**config.mk**
```make
export PLATFORM = sky130hd
export DESIGN_NAME = result_encoder
export DESIGN_NICKNAME = d
export VERILOG_FILES = /design/src/rtl/result_encoder.sv
export SDC_FILE = /design/constraint.sdc
export NUM_CORES = 1
export LEC_CHECK = 0
export CORE_UTILIZATION = 49
export DETAILED_ROUTE_END_ITERATION = 10
export PLACE_DENSITY = 0.71
export SYNTH_ARGS = -nofsm -noshare
export SYNTH_HDL_FRONTEND = slang
export SYNTH_SLANG_ARGS = --single-unit
export TNS_END_PERCENT = 1
```
**constraint.sdc**
```tcl
create_clock -name clk -period 3.12 [get_ports clk]
set_clock_uncertainty 0.2 [all_clocks]
set_input_delay 0.78 -clock clk [delete_from_list [all_inputs] [get_ports clk]]
set_output_delay 0.78 -clock clk [all_outputs]
set_load 0.02 [all_outputs]
```
**src/rtl/result_encoder.sv**
```systemverilog
// Serializes an ALU result into an ASCII response frame for uart_tx: 'O', type, [sign], digits, CR, LF.
// Build option RESULT_ENC_LZS_EN enables leading-zero suppression of decimal digits.
module result_encoder #(
    parameter int RES_W      = 16,
    parameter int DEC_DIGITS = 5
) (
    input  logic             clk,
    input  logic             n_rst,
    input  logic [RES_W-1:0] result,
    input  logic             result_err,
    input  logic [3:0]       dtype,
    input  logic             result_valid,
    output logic             result_ready,
    output logic [7:0]       tx_data,
    output logic             tx_valid,
    input  logic             tx_ready,
    output logic             enc_done
);

    // state | meaning
    // IDLE  | waiting for a request, result_ready high
    // CONV  | double-dabble binary to BCD, RES_W cycles
    // HDR_O | sending 'O'
    // HDR_T | sending type echo 'S' or 'W'
    // SIGN  | sending '-' (negative decimal only)
    // DIGIT | sending digits MSB-first
    // ERR   | sending 'E'
    // CR    | sending carriage return
    // LF    | sending line feed

`ifdef RESULT_ENC_LZS_EN
    localparam bit LZS = 1'b1;
`else
    localparam bit LZS = 1'b0;
`endif

    localparam int CNT_W = $clog2(RES_W + 1);
    localparam int IDX_W = 8;
    localparam int BCD_W = DEC_DIGITS * 4;

    typedef enum logic [3:0] {
        IDLE, CONV, HDR_O, HDR_T, SIGN, DIGIT, ERR, CR, LF
    } state_t;

    state_t             state_q, state_d;
    logic [RES_W-1:0]   data_q;
    logic [BCD_W-1:0]   bcd_q;
    logic [CNT_W-1:0]   conv_cnt;
    logic [IDX_W-1:0]   dig_idx;
    logic               dec_q, neg_q, err_q;
    logic               accept, xfer;
    logic               req_err, req_dec;
    logic [RES_W:0]     ext, mag;
    logic [BCD_W-1:0]   bcd_adj;
    logic [IDX_W-1:0]   lead_idx;
    logic [RES_W-1:0]   hex_sh;
    logic [BCD_W-1:0]   bcd_sh;
    logic [3:0]         nib;

    assign accept  = result_valid && result_ready;
    assign xfer    = tx_valid && tx_ready;
    assign req_dec = (dtype == 4'h1);
    assign req_err = result_err || !(dtype == 4'h1 || dtype == 4'h2);

    // One extra bit so the most negative value negates to its true magnitude
    assign ext = {result[RES_W-1], result};
    assign mag = result[RES_W-1] ? (~ext + 1'b1) : ext;

    always_comb begin
        bcd_adj = bcd_q;
        for (int i = 0; i < DEC_DIGITS; i++) begin
            if (bcd_q[i*4 +: 4] >= 4'd5)
                bcd_adj[i*4 +: 4] = bcd_q[i*4 +: 4] + 4'd3;
        end
    end

    always_comb begin
        lead_idx = '0;
        for (int i = 0; i < DEC_DIGITS; i++) begin
            if (bcd_q[i*4 +: 4] != 4'd0)
                lead_idx = IDX_W'(i);
        end
    end

    assign hex_sh = data_q >> {dig_idx, 2'b00};
    assign bcd_sh = bcd_q >> {dig_idx, 2'b00};
    assign nib    = dec_q ? bcd_sh[3:0] : hex_sh[3:0];

    always_ff @(posedge clk or negedge n_rst) begin
        if (!n_rst) state_q <= IDLE;
        else        state_q <= state_d;
    end

    always_comb begin
        state_d      = state_q;
        result_ready = 1'b0;
        tx_valid     = 1'b0;
        tx_data      = 8'h00;
        case (state_q)
            IDLE: begin
                result_ready = 1'b1;
                if (result_valid) begin
                    if (req_err)      state_d = HDR_O;
                    else if (req_dec) state_d = CONV;
                    else              state_d = HDR_O;
                end
            end
            CONV: begin
                if (conv_cnt == CNT_W'(1)) state_d = HDR_O;
            end
            HDR_O: begin
                tx_valid = 1'b1;
                tx_data  = 8'h4F;
                if (tx_ready) state_d = err_q ? ERR : HDR_T;
            end
            HDR_T: begin
                tx_valid = 1'b1;
                tx_data  = dec_q ? 8'h53 : 8'h57;
                if (tx_ready) state_d = (dec_q && neg_q) ? SIGN : DIGIT;
            end
            SIGN: begin
                tx_valid = 1'b1;
                tx_data  = 8'h2D;
                if (tx_ready) state_d = DIGIT;
            end
            DIGIT: begin
                tx_valid = 1'b1;
                tx_data  = (nib < 4'd10) ? (8'h30 + {4'h0, nib}) : (8'h37 + {4'h0, nib});
                if (tx_ready && dig_idx == '0) state_d = CR;
            end
            ERR: begin
                tx_valid = 1'b1;
                tx_data  = 8'h45;
                if (tx_ready) state_d = CR;
            end
            CR: begin
                tx_valid = 1'b1;
                tx_data  = 8'h0D;
                if (tx_ready) state_d = LF;
            end
            LF: begin
                tx_valid = 1'b1;
                tx_data  = 8'h0A;
                if (tx_ready) state_d = IDLE;
            end
            default: state_d = IDLE;
        endcase
    end

    always_ff @(posedge clk or negedge n_rst) begin
        if (!n_rst) begin
            data_q   <= '0;
            bcd_q    <= '0;
            conv_cnt <= '0;
            dig_idx  <= '0;
            dec_q    <= 1'b0;
            neg_q    <= 1'b0;
            err_q    <= 1'b0;
            enc_done <= 1'b0;
        end else begin
            enc_done <= (state_q == LF) && xfer;
            if (accept) begin
                err_q    <= req_err;
                dec_q    <= req_dec;
                neg_q    <= req_dec && result[RES_W-1];
                data_q   <= req_dec ? mag[RES_W-1:0] : result;
                bcd_q    <= '0;
                conv_cnt <= CNT_W'(RES_W);
            end
            if (state_q == CONV) begin
                bcd_q    <= {bcd_adj[BCD_W-2:0], data_q[RES_W-1]};
                data_q   <= {data_q[RES_W-2:0], 1'b0};
                conv_cnt <= conv_cnt - 1'b1;
            end
            // Digit index is chosen once BCD is final; with suppression start at the first non-zero
            if (state_q == HDR_T && xfer) begin
                if (!dec_q)   dig_idx <= IDX_W'(RES_W/4 - 1);
                else if (LZS) dig_idx <= lead_idx;
                else          dig_idx <= IDX_W'(DEC_DIGITS - 1);
            end
            if (state_q == DIGIT && xfer && dig_idx != '0)
                dig_idx <= dig_idx - 1'b1;
        end
    end

endmodule

```
==> out/metrics.cfg, run 1 <==
[logic_synthesis]
synth_warnings = 0
synth_cell_types = 55
synth_common_cells = dfrtp_1 (57), o21ai_1 (34), nor2_1 (32)
syn_nets = 466
synth_edf_count = 0
ys_async_sr_fraction_pct = 100
synth.avg_cell_area_um2 = 9.00
synth_area_leaders = dfrtp_1 (37%), ha_1 (4.9%), mux2i_1 (4.7%)
ys.flop_type = dfrtp_1
netlist_area_mm2 = 0.00383
yosys_register_bits = 57
synthCells = 426
synth.most_common_cell = dfrtp_1
yosysTopAreaCell = dfrtp_1
ys_seq_area_share_pct = 37.2
synth_top_area_share_pct = 37.2

[timing]
post-route-period-util_pct = 116
fin_setup_tns_ns = -3.02
fin_crit_ns = 3.62
setup_viol = 7
final_hold_viol_count = 0
setup_ws_ns = -0.496
slew_viol_final = 0
tightest_slew_ns = 0.992
hold-worst-slack_ns = 0.219
fmax_ghz = 0.277
relSlewSlack_pct = 33.6
rsz0062_at_grt = true

[worst_setup_path]
r2r-start = state_q[0]$_DFFE_PN0P_
reg2reg_to = data_q[11]$_DFFE_PN0P_
reg2reg_depth = 7
r2r_slack_ns = 0.73
path_cells = buf_12 > mux2i_1 > mux4_2 > a211oi_4 > o211ai_4 > or3_4 > a21oi_4 > buf_6
cpMaxStageDelayCell = mux4_2
startpoint = dec_q$_DFFE_PN0P_
critPathKind = reg2out
arrival_ns = 2.64
worstSetupEndpointType = output pin
startpoint_type = flip-flop
crit_end = tx_data[6]
crit_fanout = 7
cp.required_ns = 2.14
cpPeakStageDelay_ns = 0.52

[place]
hpwl_um = 7040
portBuffers = 34
place_ws_ns = -0.627
place.gp.congestion = 0.868

[clocking]
clk_pin_slew_ns = 0.07
cts_root_buf = clkbuf_8
hold_buffers = 0
cts-htree-levels = 3
cts_tree = built
numCtsBuffers = 9
cts.sinks = 57
cts_max_path_buffers = 2
clkLatencyLatePin_ns = 0.35

[route]
via_per_inst = 5.75
wl_per_cell_um = 15.3
drc_errors = 0
wl_um = 9540
drtPass1Iterations = 4
drt_iter0_markers = 173
antenna_left = 0
num_vias = 3576

[cells_and_area]
nNetsFinal = 558
syn_to_final_growth_pct = 30.6
final_layout_size_suffix_gt1_share_pct = 22.2
n_antenna_cell = 0

[power]
p_per_area_mw_per_mm2 = 988
total_leakage_power_uw = 0.00218
irDropWorstVdd_v = 0.000313

[floorplanning]
rows = 31
core_area_mm2 = 0.00741
initial_core_util_pct = 51.7
dieWidth_um = 90.4
ios = 36
dieArea_mm2 = 0.00818
die_height_um = 90.4

[global_routing]
grt_start_max_net_pins = 58
grt_first_pass_wirelength_um = 16700
grt.overflow.total = 0
antenna_found_initial = 0
grt_pass1_vias = 3529
grtUsageTotal_pct = 25.6

[hold_path]
min_path_type = in2async

[job]
maxCapViolCount = 0

[status]
violations = setup timing
status = finished with violations

[power breakdown]
part           total [uW]  switching, uW  internal, uW
Sequential           1300            283          1020
Clock                 804            314           490
Combinational        2840           1460          1380
Total                4950           2050          2890
[cell type report]
class                   count  area [um^2]
well taps                  99          124
inverters                  22         82.6
repair buffers            105          895
clock buffers              11          151
clock inverters             5         77.6
flip-flops and latches     57         1430
fillers                   595         2400
multi-input cells         323         2240
[timing repair]
item / CTS / global route
gates resized for setup: 35 / 9
setup buffers: 1 / 0
setup endpoints to repair: 7 / 9
cloned: 0 / 1
pin swaps: 2 / 1
[placed cells by master, fill, tap and decap left out, drive strengths merged, types with 3 or more instances in the layout]
cell	n
clkdlybuf4s50	25
buf	77
a211oi	3
a311oi	3
nand2b	7
ha	15
nor2	32
xor2	14
a21oi	24
a32o	6
xnor2	11
mux2i	18
dfrtp	57
nor4b	3
o21ai	48
o31ai	16
a22oi	14
inv	22
nand2	25
clkbuf	12
a211o	3
and2	4
o211ai	3
nor4	5
nand3	27
or3	3
nor3	9
mux4	4
[how the worst min path moves through the flow]
stage / slack (ns) / depth (start not counted) / end
CTS: 0.24 / 2 / state_q[0]$_DFFE_PN0P_
finish: 0.22 / 2 / state_q[0]$_DFFE_PN0P_
global placement: 0.26 / 1 / conv_cnt[4]$_DFFE_PN0P_
global route: 0.24 / 2 / state_q[0]$_DFFE_PN0P_
floorplan: 0.25 / 1 / conv_cnt[4]$_DFFE_PN0P_
detailed placement: 0.28 / 2 / err_q$_DFFE_PN0P_
[logic make-up (layout without fill, tap and decap cells)]
group / Yosys count / after routing / synth area share [%]
compound gates: 134 / 134 / 22.7
simple gates: 126 / 126 / 16.4
flops: 57 / 57 / 37.2
buf+inv: 46 / 143 / 5.94
xor+xnor: 25 / 25 / 5.71
mux: 22 / 22 / 7.05
fa+ha+maj: 15 / 15 / 4.90
other cells: 1 / 1 / 0.0978
[sequential cells by signal, summed over array words and instances (netlist names)]
name and flops:
enc_done 1, dec_q 1, conv_cnt 5, neg_q 1
dig_idx 8, data_q 16, bcd_q 20, err_q 1
state_q 4
[critical path: cells and delay by family, from the launching register on]
kind	cells	cell delay [ns]
AO/OA/AOI/OAI	3	0.57
flip-flops	1	0.45
multiplexers	2	0.64
AND/OR/NAND/NOR	1	0.35
buffers and inverters	2	0.28
[layer usage]
layer  up-vias  part of all wire [%]  GRT usage (%)
met3        15                   4.0           3.87
met4         0                   1.6           10.6
met1      1718                    44           32.4
met5         -                     0              0
li1       1750                     -              -
met2        93                    51           43.6
[stage by stage]
step                utilization [%]  cells  total power, uW  instance area (um^2)
floorplan                         -    426             2980                  3850
global placement               63.7    604             3960                  4720
detailed placement             63.7    604             4050                  4720
CTS                            66.8    621             4870                  4950
global route                   67.6    622             5330                  5000
finish                         67.6    622             4950                  5000
(Power assumes the default switching activity.)
==> run 2: changes to the inputs <==
Settings changed: PLACE_DENSITY 0.71 to 0.69, TNS_END_PERCENT 1 to default.
==> out/metrics.cfg, run 2 (synthesized netlist as in run 1, its figures left out) <==
[status]
status = finished with violations
violations = setup timing

[timing]
setup_ws_ns = -0.503  ; -0.00756 ns
rsz0062_at_grt = true
tightest_slew_ns = 1.03  ; +0.0392 ns
final_hold_viol_count = 0  ; unchanged
post-route-period-util_pct = 116  ; +0.24 points
slew_viol_final = 0  ; unchanged
setup_viol = 7  ; unchanged
fmax_ghz = 0.276  ; -0.21%
relSlewSlack_pct = 31.0  ; -2.6 points
fin_crit_ns = 3.62  ; +0.00756 ns

[worst_setup_path]
cpPeakStageDelay_ns = 0.53  ; about the same
startpoint_type = flip-flop
worstSetupEndpointType = output pin
crit_fanout = 10  ; +3
path_cells = buf_12 > mux2i_1 > mux4_2 > a211oi_4 > o211ai_2 > or3_4 > a21oi_4 > buf_6
critPathKind = reg2out
cp.required_ns = 2.14  ; about the same
cp_top_family = multiplexers
r2r-start = state_q[2]$_DFFE_PN0P_
startpoint = dec_q$_DFFE_PN0P_
arrival_ns = 2.64  ; about the same
cpMaxStageDelayCell = mux4_2
critPathBufInv = 2  ; unchanged

[floorplanning]
initial_core_util_pct = 51.7  ; unchanged
rows = 31  ; unchanged
ios = 36  ; unchanged
core_area_mm2 = 0.00741  ; unchanged
dieArea_mm2 = 0.00818  ; unchanged
die_height_um = 90.4  ; unchanged
dieWidth_um = 90.4  ; unchanged

[global_routing]
grt_first_pass_wirelength_um = 16500  ; -1.1%
grtUsageTotal_pct = 25.3  ; -0.26 points
antenna_found_initial = 0  ; unchanged
grt.overflow.total = 0  ; unchanged
grt_pass1_vias = 3478  ; -1.4%
grt_start_max_net_pins = 39  ; -33%

[cells_and_area]
multi_input_area_mm2 = 0.00229  ; +2.0%
syn_to_final_growth_pct = 29.7
final_cell_mix = buf_4 (74), dfrtp_1 (57), o21ai_1 (34)
regMostFlops = bcd_q
final_layout_size_suffix_gt1_share_pct = 22.9  ; +0.76 points
instances_no_fill = 622  ; unchanged
reg_top3 = bcd_q: 20 flops, data_q: 16 flops, dig_idx: 8 flops
nNetsFinal = 558  ; unchanged
layout_commonest_cell = buf_4
ff_latch_area_mm2 = 0.00143  ; -0.35%
final_area_mm2 = 0.00497  ; -0.67%
n_fill_cell = 628  ; +5.5%
n_antenna_cell = 0  ; unchanged
largest_register_ffs = 20  ; unchanged

[route]
drc_errors = 0  ; unchanged
num_vias = 3618  ; +1.2%
drtPass1Iterations = 5  ; +1
drt_iter0_markers = 210  ; +21%
wl_um = 9840  ; +3.1%
via_per_inst = 5.82  ; +1.2%
wl_per_cell_um = 15.8  ; +3.1%
antenna_left = 0  ; unchanged

[clocking]
clkLatencyLatePin_ns = 0.34  ; about the same
numCtsBuffers = 9  ; unchanged
hold_buffers = 0  ; unchanged
clk_pin_slew_ns = 0.07  ; about the same
cts_max_path_buffers = 2  ; unchanged
cts.sinks = 57  ; unchanged
cts_tree = built
cts_root_buf = clkbuf_8
cts-htree-levels = 3  ; unchanged

[power]
cell_internal_pwr_uw = 2760  ; -4.7%
swShare_pct = 43.6  ; +2.1 points
total_leakage_power_uw = 0.00216  ; -1.3%
p_per_area_mw_per_mm2 = 984  ; -0.49%
clockPowerShare_pct = 12.6  ; -3.7 points
pwr-share-comb_pct = 60.5  ; +3.1 points
power_frac_seq_pct = 26.9  ; +0.6 points
irDropWorstVdd_v = 0.000306  ; -2.2%
switchingPower_uw = 2130  ; +3.8%

[job]
maxCapViolCount = 0  ; unchanged

[place]
portBuffers = 34  ; unchanged
hpwl_um = 7130  ; +1.2%
post_dp_cell_area_mm2 = 0.00469  ; -0.48%
place.gp.congestion = 0.888  ; +2.4%
dp.cells = 601  ; -0.50%

[hold_path]
min_path_type = in2async

[run 2: repair_timing]
item | in CTS | in global routing
buffers inserted | 4 | 1
pin swaps | 5 | 2
setup endpoints to repair | 8 | 8
resized for setup | 43 | 11
[run 2: stage by stage]
step                      hold slack [ns]  util, %  TNS [ns]  worst slack, ns  total power (uW)
final                               0.235     67.1     -2.88           -0.503              4890
after global routing                0.284     67.1     -3.43           -0.570              5220
after CTS                           0.256     66.3     -2.74           -0.482              4740
after detailed placement            0.273     63.4     -3.31           -0.631              4060
after global placement              0.266     63.4     -3.02           -0.575              3960
after floorplan                     0.246        -         0          0.00456              2980
[run 2: power by group through the flow]
stage               Combinational (uW)  Clock, uW  Sequential, uW
floorplan                         1750          0            1230
global placement                  2660          0            1300
detailed placement                2750          0            1310
CTS                               2810        622            1310
global route                      3220        655            1350
finish                            2960        616            1310
[run 2: worst reg2reg max path, cell delays in order (launching register included)]
cell	delay [ns]
dfrtp_1	0.63
nor4_2	0.12
and2_1	0.20
nor2_1	0.78
a22oi_1	0.18
o21ai_1	0.13
[run 2: layout make-up]
cell class / instances / share of cell area [%]
Clock buffer: 11 / 2.84
Clock inverter: 5 / 0.629
Inverter: 22 / 1.66
Multi-Input combinational cell: 323 / 46.0
Sequential cell: 57 / 28.7
Tap cell: 99 / 2.49
Timing Repair Buffer: 105 / 17.6
[run 2: metal layers]
layer	part of all wire [%]	wire [um]	vias up	track usage, %
met3	4.1	405	14	3.28
li1	-	-	1744	-
met5	0	0	-	0
met1	44	4370	1743	32.4
met2	50	4900	117	43.7
met4	1.7	166	0	9.41
[run 2: final timing paths]
check,endpoint,slack [ns],cells past startpoint
min in group clk,conv_cnt[4]$_DFFE_PN0P_,0.28,1
max in group asynchronous,bcd_q[7]$_DFFE_PN0P_,1.89,2
worst min register to register,conv_cnt[4]$_DFFE_PN0P_,0.28,1
worst max register to register,data_q[11]$_DFFE_PN0P_,0.80,5
worst max-delay path,tx_data[6],-0.50,8
worst min-delay path,state_q[2]$_DFFE_PN0P_,0.24,1
==> edit 1, RTL diff (settings of run 1) <==
The option `RESULT_ENC_LZS_EN` is turned on by a define.
--- a/src/rtl/result_encoder.sv
+++ b/src/rtl/result_encoder.sv
@@ -2,2 +2,4 @@
 // Build option RESULT_ENC_LZS_EN enables leading-zero suppression of decimal digits.
+`define RESULT_ENC_LZS_EN
+
 module result_encoder #(
Function: same outputs for any inputs over 10 cycles, from zero or initial values and one cycle with n_rst low; that may be too few to reach the edited logic, so the function may still have changed.
==> edit 1 against run 1 <==
- fmax rose by 1.5%
- critical path type unchanged
- sequential cell count unchanged
- the run still ends with negative setup slack left
- non-clock buffer count grew 2
- wire length is 14% higher
- final area rose by 2.1%
- synthesized area rose by 2.1%
- sequential share of layout area decreased by 0.62 points
- clock power down 13%
- setup slack improved by 0.052 ns
- register-to-register slack worse by 0.13 ns
- power increased by 9.1%
==> edit 1: results (changes against run 1) <==
outcome=finished with violations; failing checks=negative setup slack; fraction of layout cells with a size suffix above 1=0.2389 (+0.01709); Relative slew margins=0.2915 (-0.04472); TritonRoute pass-1 iters=5 (+1); Non-clk invs=21 (-4.5%); setup violators final=7 (unchanged); Setup TNS=-2.672 ns (+0.3429 ns); P_leak=2.232 nW (+2.2%); gpl congestion=0.9049 (+4.3%); non-clk buf share=0.1749 (-0.003836); hold_ws=0.2349 ns (+0.01635 ns); Multi-input gate area=2384 µm² (+6.2%); Clock group=0.700 mW (-13%); M1 GR Usage=0.3446 (+0.02067); Iter 0 DRT Violations=241 (+39%); Non-Filler Instances=642 (+3.2%); seq_cells=57 (unchanged); met2 wire len=5458 µm (+13%); Post-Syn Nets=483 (+3.6%); Area contributors post-synth=dfrtp_1 (36%), o21ai_0 (6.7%), ha_1 (4.8%); Crit path max-delay family=simple AND/OR/NAND/NOR gates; pwr dens=1056 nW/µm² (+6.9%); adder-cell share of the synthesized area=0.04797 (-0.001002); multi-input gate count=340 (+5.3%); post-CTS sizing=63 (+80%); Nets=576 (+3.2%); Synth Instances=443 (+4.0%); Post-Synth XOR/XNOR Area=0.05373 (-0.003408); Area growth, synth to finish=30.54% (about the same); GR Util All Layers=0.2787 (+0.02290); met1 wire length=4631 µm (+11%); R2R cell count=6 (-1); Compound-Gate Fraction of Synth Area=0.2344 (+0.007835); M3 GR Usage=0.05946 (+0.02074); WL final=10850 µm (+14%); Yosys top cell area share=0.3646 (-0.007617); sequential fraction of the synthesis area=0.3646 (-0.007617); Layout clock area frac=0.03822 (-0.007533); CP arrival=2.58 ns (-0.06 ns); Critical Path Slowest Stage Cell=or4_1; Fill cells=640 (+7.6%); setup repair bufs after CTS=8 (+7); CLK BUF=12 (+1); metal3 WL=480 µm (+26%); global-route wire length before repair=18200 µm (+9.3%); top cells by count, synth=dfrtp_1 (57), o21ai_0 (52), nand2_1 (32), nor2_1 (32), a21oi_1 (30); synth unique cells=57 (+3.6%); fraction of area in multi-input gates=0.4667 (+0.01843); CTS Buf Count=9 (unchanged); pre-CTS setup slack=-0.7771 ns (-0.1500 ns); HPWL Detailed=7668 µm (+8.8%); sequential share of cell area=0.2798 (-0.006235); GR Layer Usage met2=0.4779 (+0.04215); R2R setup slack=0.60 ns (-0.13 ns); Critical R2R Capture=dig_idx[1]$_DFFE_PN0P_; setup ws final=-0.4434 ns (+0.05244 ns); vias in the first global route=3719 (+5.4%)
-- edit 1: cell count changes in the layout (fill, tap and decap cells not counted), sizes merged, moves of 3 or more --
cell	change
nand3	-3
buf	+4
o21ai	+4
a21oi	+6
nand2	+7
mux2	+3
mux2i	-17
a211o	-3
o41ai	+3
nand2b	+6
-- edit 1: how the worst max path moves through the flow --
stage,end,cells past startpoint,slack [ns],startpoint
detailed placement,tx_data[0],7,-0.78,dec_q$_DFFE_PN0P_
finish,tx_data[1],7,-0.44,dig_idx[4]$_DFFE_PN0P_
floorplan,tx_data[2],7,-0.06,dec_q$_DFFE_PN0P_
CTS,tx_data[1],7,-0.44,dig_idx[7]$_DFFE_PN0P_
global route,tx_data[2],7,-0.52,dec_q$_DFFE_PN0P_
global placement,tx_data[0],7,-0.68,dec_q$_DFFE_PN0P_
==> edit 2, RTL diff (settings of run 1) <==
Without the edit above. The 9 states of `state_t` get a Gray code encoding in 4 bits.
--- a/src/rtl/result_encoder.sv
+++ b/src/rtl/result_encoder.sv
@@ -41,3 +41,3 @@
     typedef enum logic [3:0] {
-        IDLE, CONV, HDR_O, HDR_T, SIGN, DIGIT, ERR, CR, LF
+        IDLE = 4'b0000, CONV = 4'b0001, HDR_O = 4'b0011, HDR_T = 4'b0010, SIGN = 4'b0110, DIGIT = 4'b0111, ERR = 4'b0101, CR = 4'b0100, LF = 4'b1100
     } state_t;
Formal check against the unedited RTL: no difference found for any inputs over 10 cycles, from zero or initial values and one cycle with n_rst low; not proved beyond that.
==> edit 2 against run 1 <==
- setup slack improved by 0.13 ns
- synthesized area fell by 0.16%
- critical path type unchanged
- fmax rose by 3.6%
- power rose by 1.1%
- cell count fell by 0.64%
- sequential share of layout area rose by 0.13 points
- sequential cell count did not move
- largest power group unchanged
- wire length rose by 7.3%
- the run still ends with negative setup slack left
- final area fell by 0.62%
- first-iteration DRC count fell by 2.9%
==> edit 2: results (changes against run 1) <==
Worst Setup SP=dec_q$_DFFE_PN0P_; Max VDD drop=0.0005175 V (+66%); GR Util All Layers=0.2655 (+0.009737); Crit path max-delay family=compound AO/OA/AOI/OAI gates; gpl congestion=0.8766 (+1.0%); # diodes=0 (unchanged); Placed Instance Area=4658 µm² (-1.2%); fraction of layout cells with a size suffix above 1=0.2158 (-0.005998); setup violators final=7 (unchanged); Nets=554 (-0.72%); pre-CTS setup slack=-0.4697 ns (+0.1575 ns); met1 wire length=4557 µm (+9.0%); Placed Cells=596 (-1.3%); P_leak=2.152 nW (-1.5%); met2 wire len=5021 µm (+4.2%); vias per cell=5.761 (+0.20%); Critical R2R Capture=state_q[1]$_DFFE_PN0P_; TritonRoute pass-1 iters=5 (+1); CP arrival=2.51 ns (-0.13 ns); Area contributors post-synth=dfrtp_1 (37%), o21ai_0 (6.4%), ha_1 (4.9%); via count=3560 (-0.45%); Syn Area/Cell=9.003 µm² (about the same); end of the critical path=tx_data[2]; HPWL Detailed=7477 µm (+6.2%); largest net degree at the start of global routing=34 (-41%); Post-Syn Nets=465 (-0.21%); R2R Path Start=dig_idx[2]$_DFFE_PN0P_; R2R setup slack=0.72 ns; sequential fraction of the synthesis area=0.3728 (+0.0006085); Iter 0 DRT Violations=168 (-2.9%); failing checks=negative setup slack; Hold WC Path Type=in2async; Relative slew margins=0.3091 (-0.02705); setup ws final=-0.3685 ns (+0.1273 ns); outcome=finished with violations; clock-pin slew on the worst setup and hold paths=0.07 ns (about the same); internal power=2.930 mW (+1.2%); maximum fanout along the worst path=8 (+1); H-tree level count=3 (unchanged); hold_ws=0.2425 ns (+0.02390 ns); WL final=10240 µm (+7.3%); global-route wire length before repair=17140 µm (+2.9%); top sig layer=met4; top cells by count, synth=dfrtp_1 (57), o21ai_0 (49), a21oi_1 (26), nand2_1 (26), nand3_1 (26); metal3 WL=410 µm (+7.9%)
==> edit 2: cell types whose count changed in the layout (fill, tap and decap cells not counted), sizes merged, moves of 3 or more <==
cell    before  now
a211oi       3    0
o21ai       48   51
mux4         4    1
nor3         9    4
a21oi       24   27
o41ai        0    3
a22oi       14   20
and2         4    8
nor2        32   19
==> edit 2: area by class of cell <==
cell class | count | area (µm²) | share of cell area
multi-input combinational | 320 | 2215 | 0.4453
sequential | 57 | 1429 | 0.2873
timing repair buffer | 103 | 889.6 | 0.1789
clock buffer | 12 | 155.1 | 0.03120
tap | 99 | 123.9 | 0.02491
inverter | 23 | 86.33 | 0.01736
clock inverter | 4 | 75.07 | 0.01509
==> edit 2: layer usage <==
layer | track usage | up-vias
met5 | 0 | -
met4 | 0.1035 | 0
met3 | 0.04966 | 19
met2 | 0.4497 | 72
met1 | 0.3349 | 1724
li1 | - | 1745
==> edit 2: kinds of logic after synthesis <==
logic type,Yosys count,synth area share
AOI/OAI and AO/OA,146,0.2521
other,1,0.0009801
adders and majority gates,15,0.04905
DFF,57,0.3728
buffers and inverters,48,0.05657
xor gates and xnor gates,23,0.05265
muxes,17,0.04774
and+or+nand+nor,118,0.1681
==> edit 2: power by group through the flow <==
stage                     Combinational, mW  Clock (mW)  Sequential [mW]
after floorplan                        1.64           0             1.26
after global placement                 2.65           0             1.30
after detailed placement               2.74           0             1.30
after CTS                              2.83       0.813             1.31
after global routing                   3.16       0.842             1.35
final                                  2.88       0.805             1.32
==> edit 2: what timing repair did <==
item / CTS / global route
pin swaps: 12 / 7
cloned: 1 / 0
setup buffers: 5 / 1
endpoints found under the setup margin: 7 / 8
resized for setup: 46 / 5
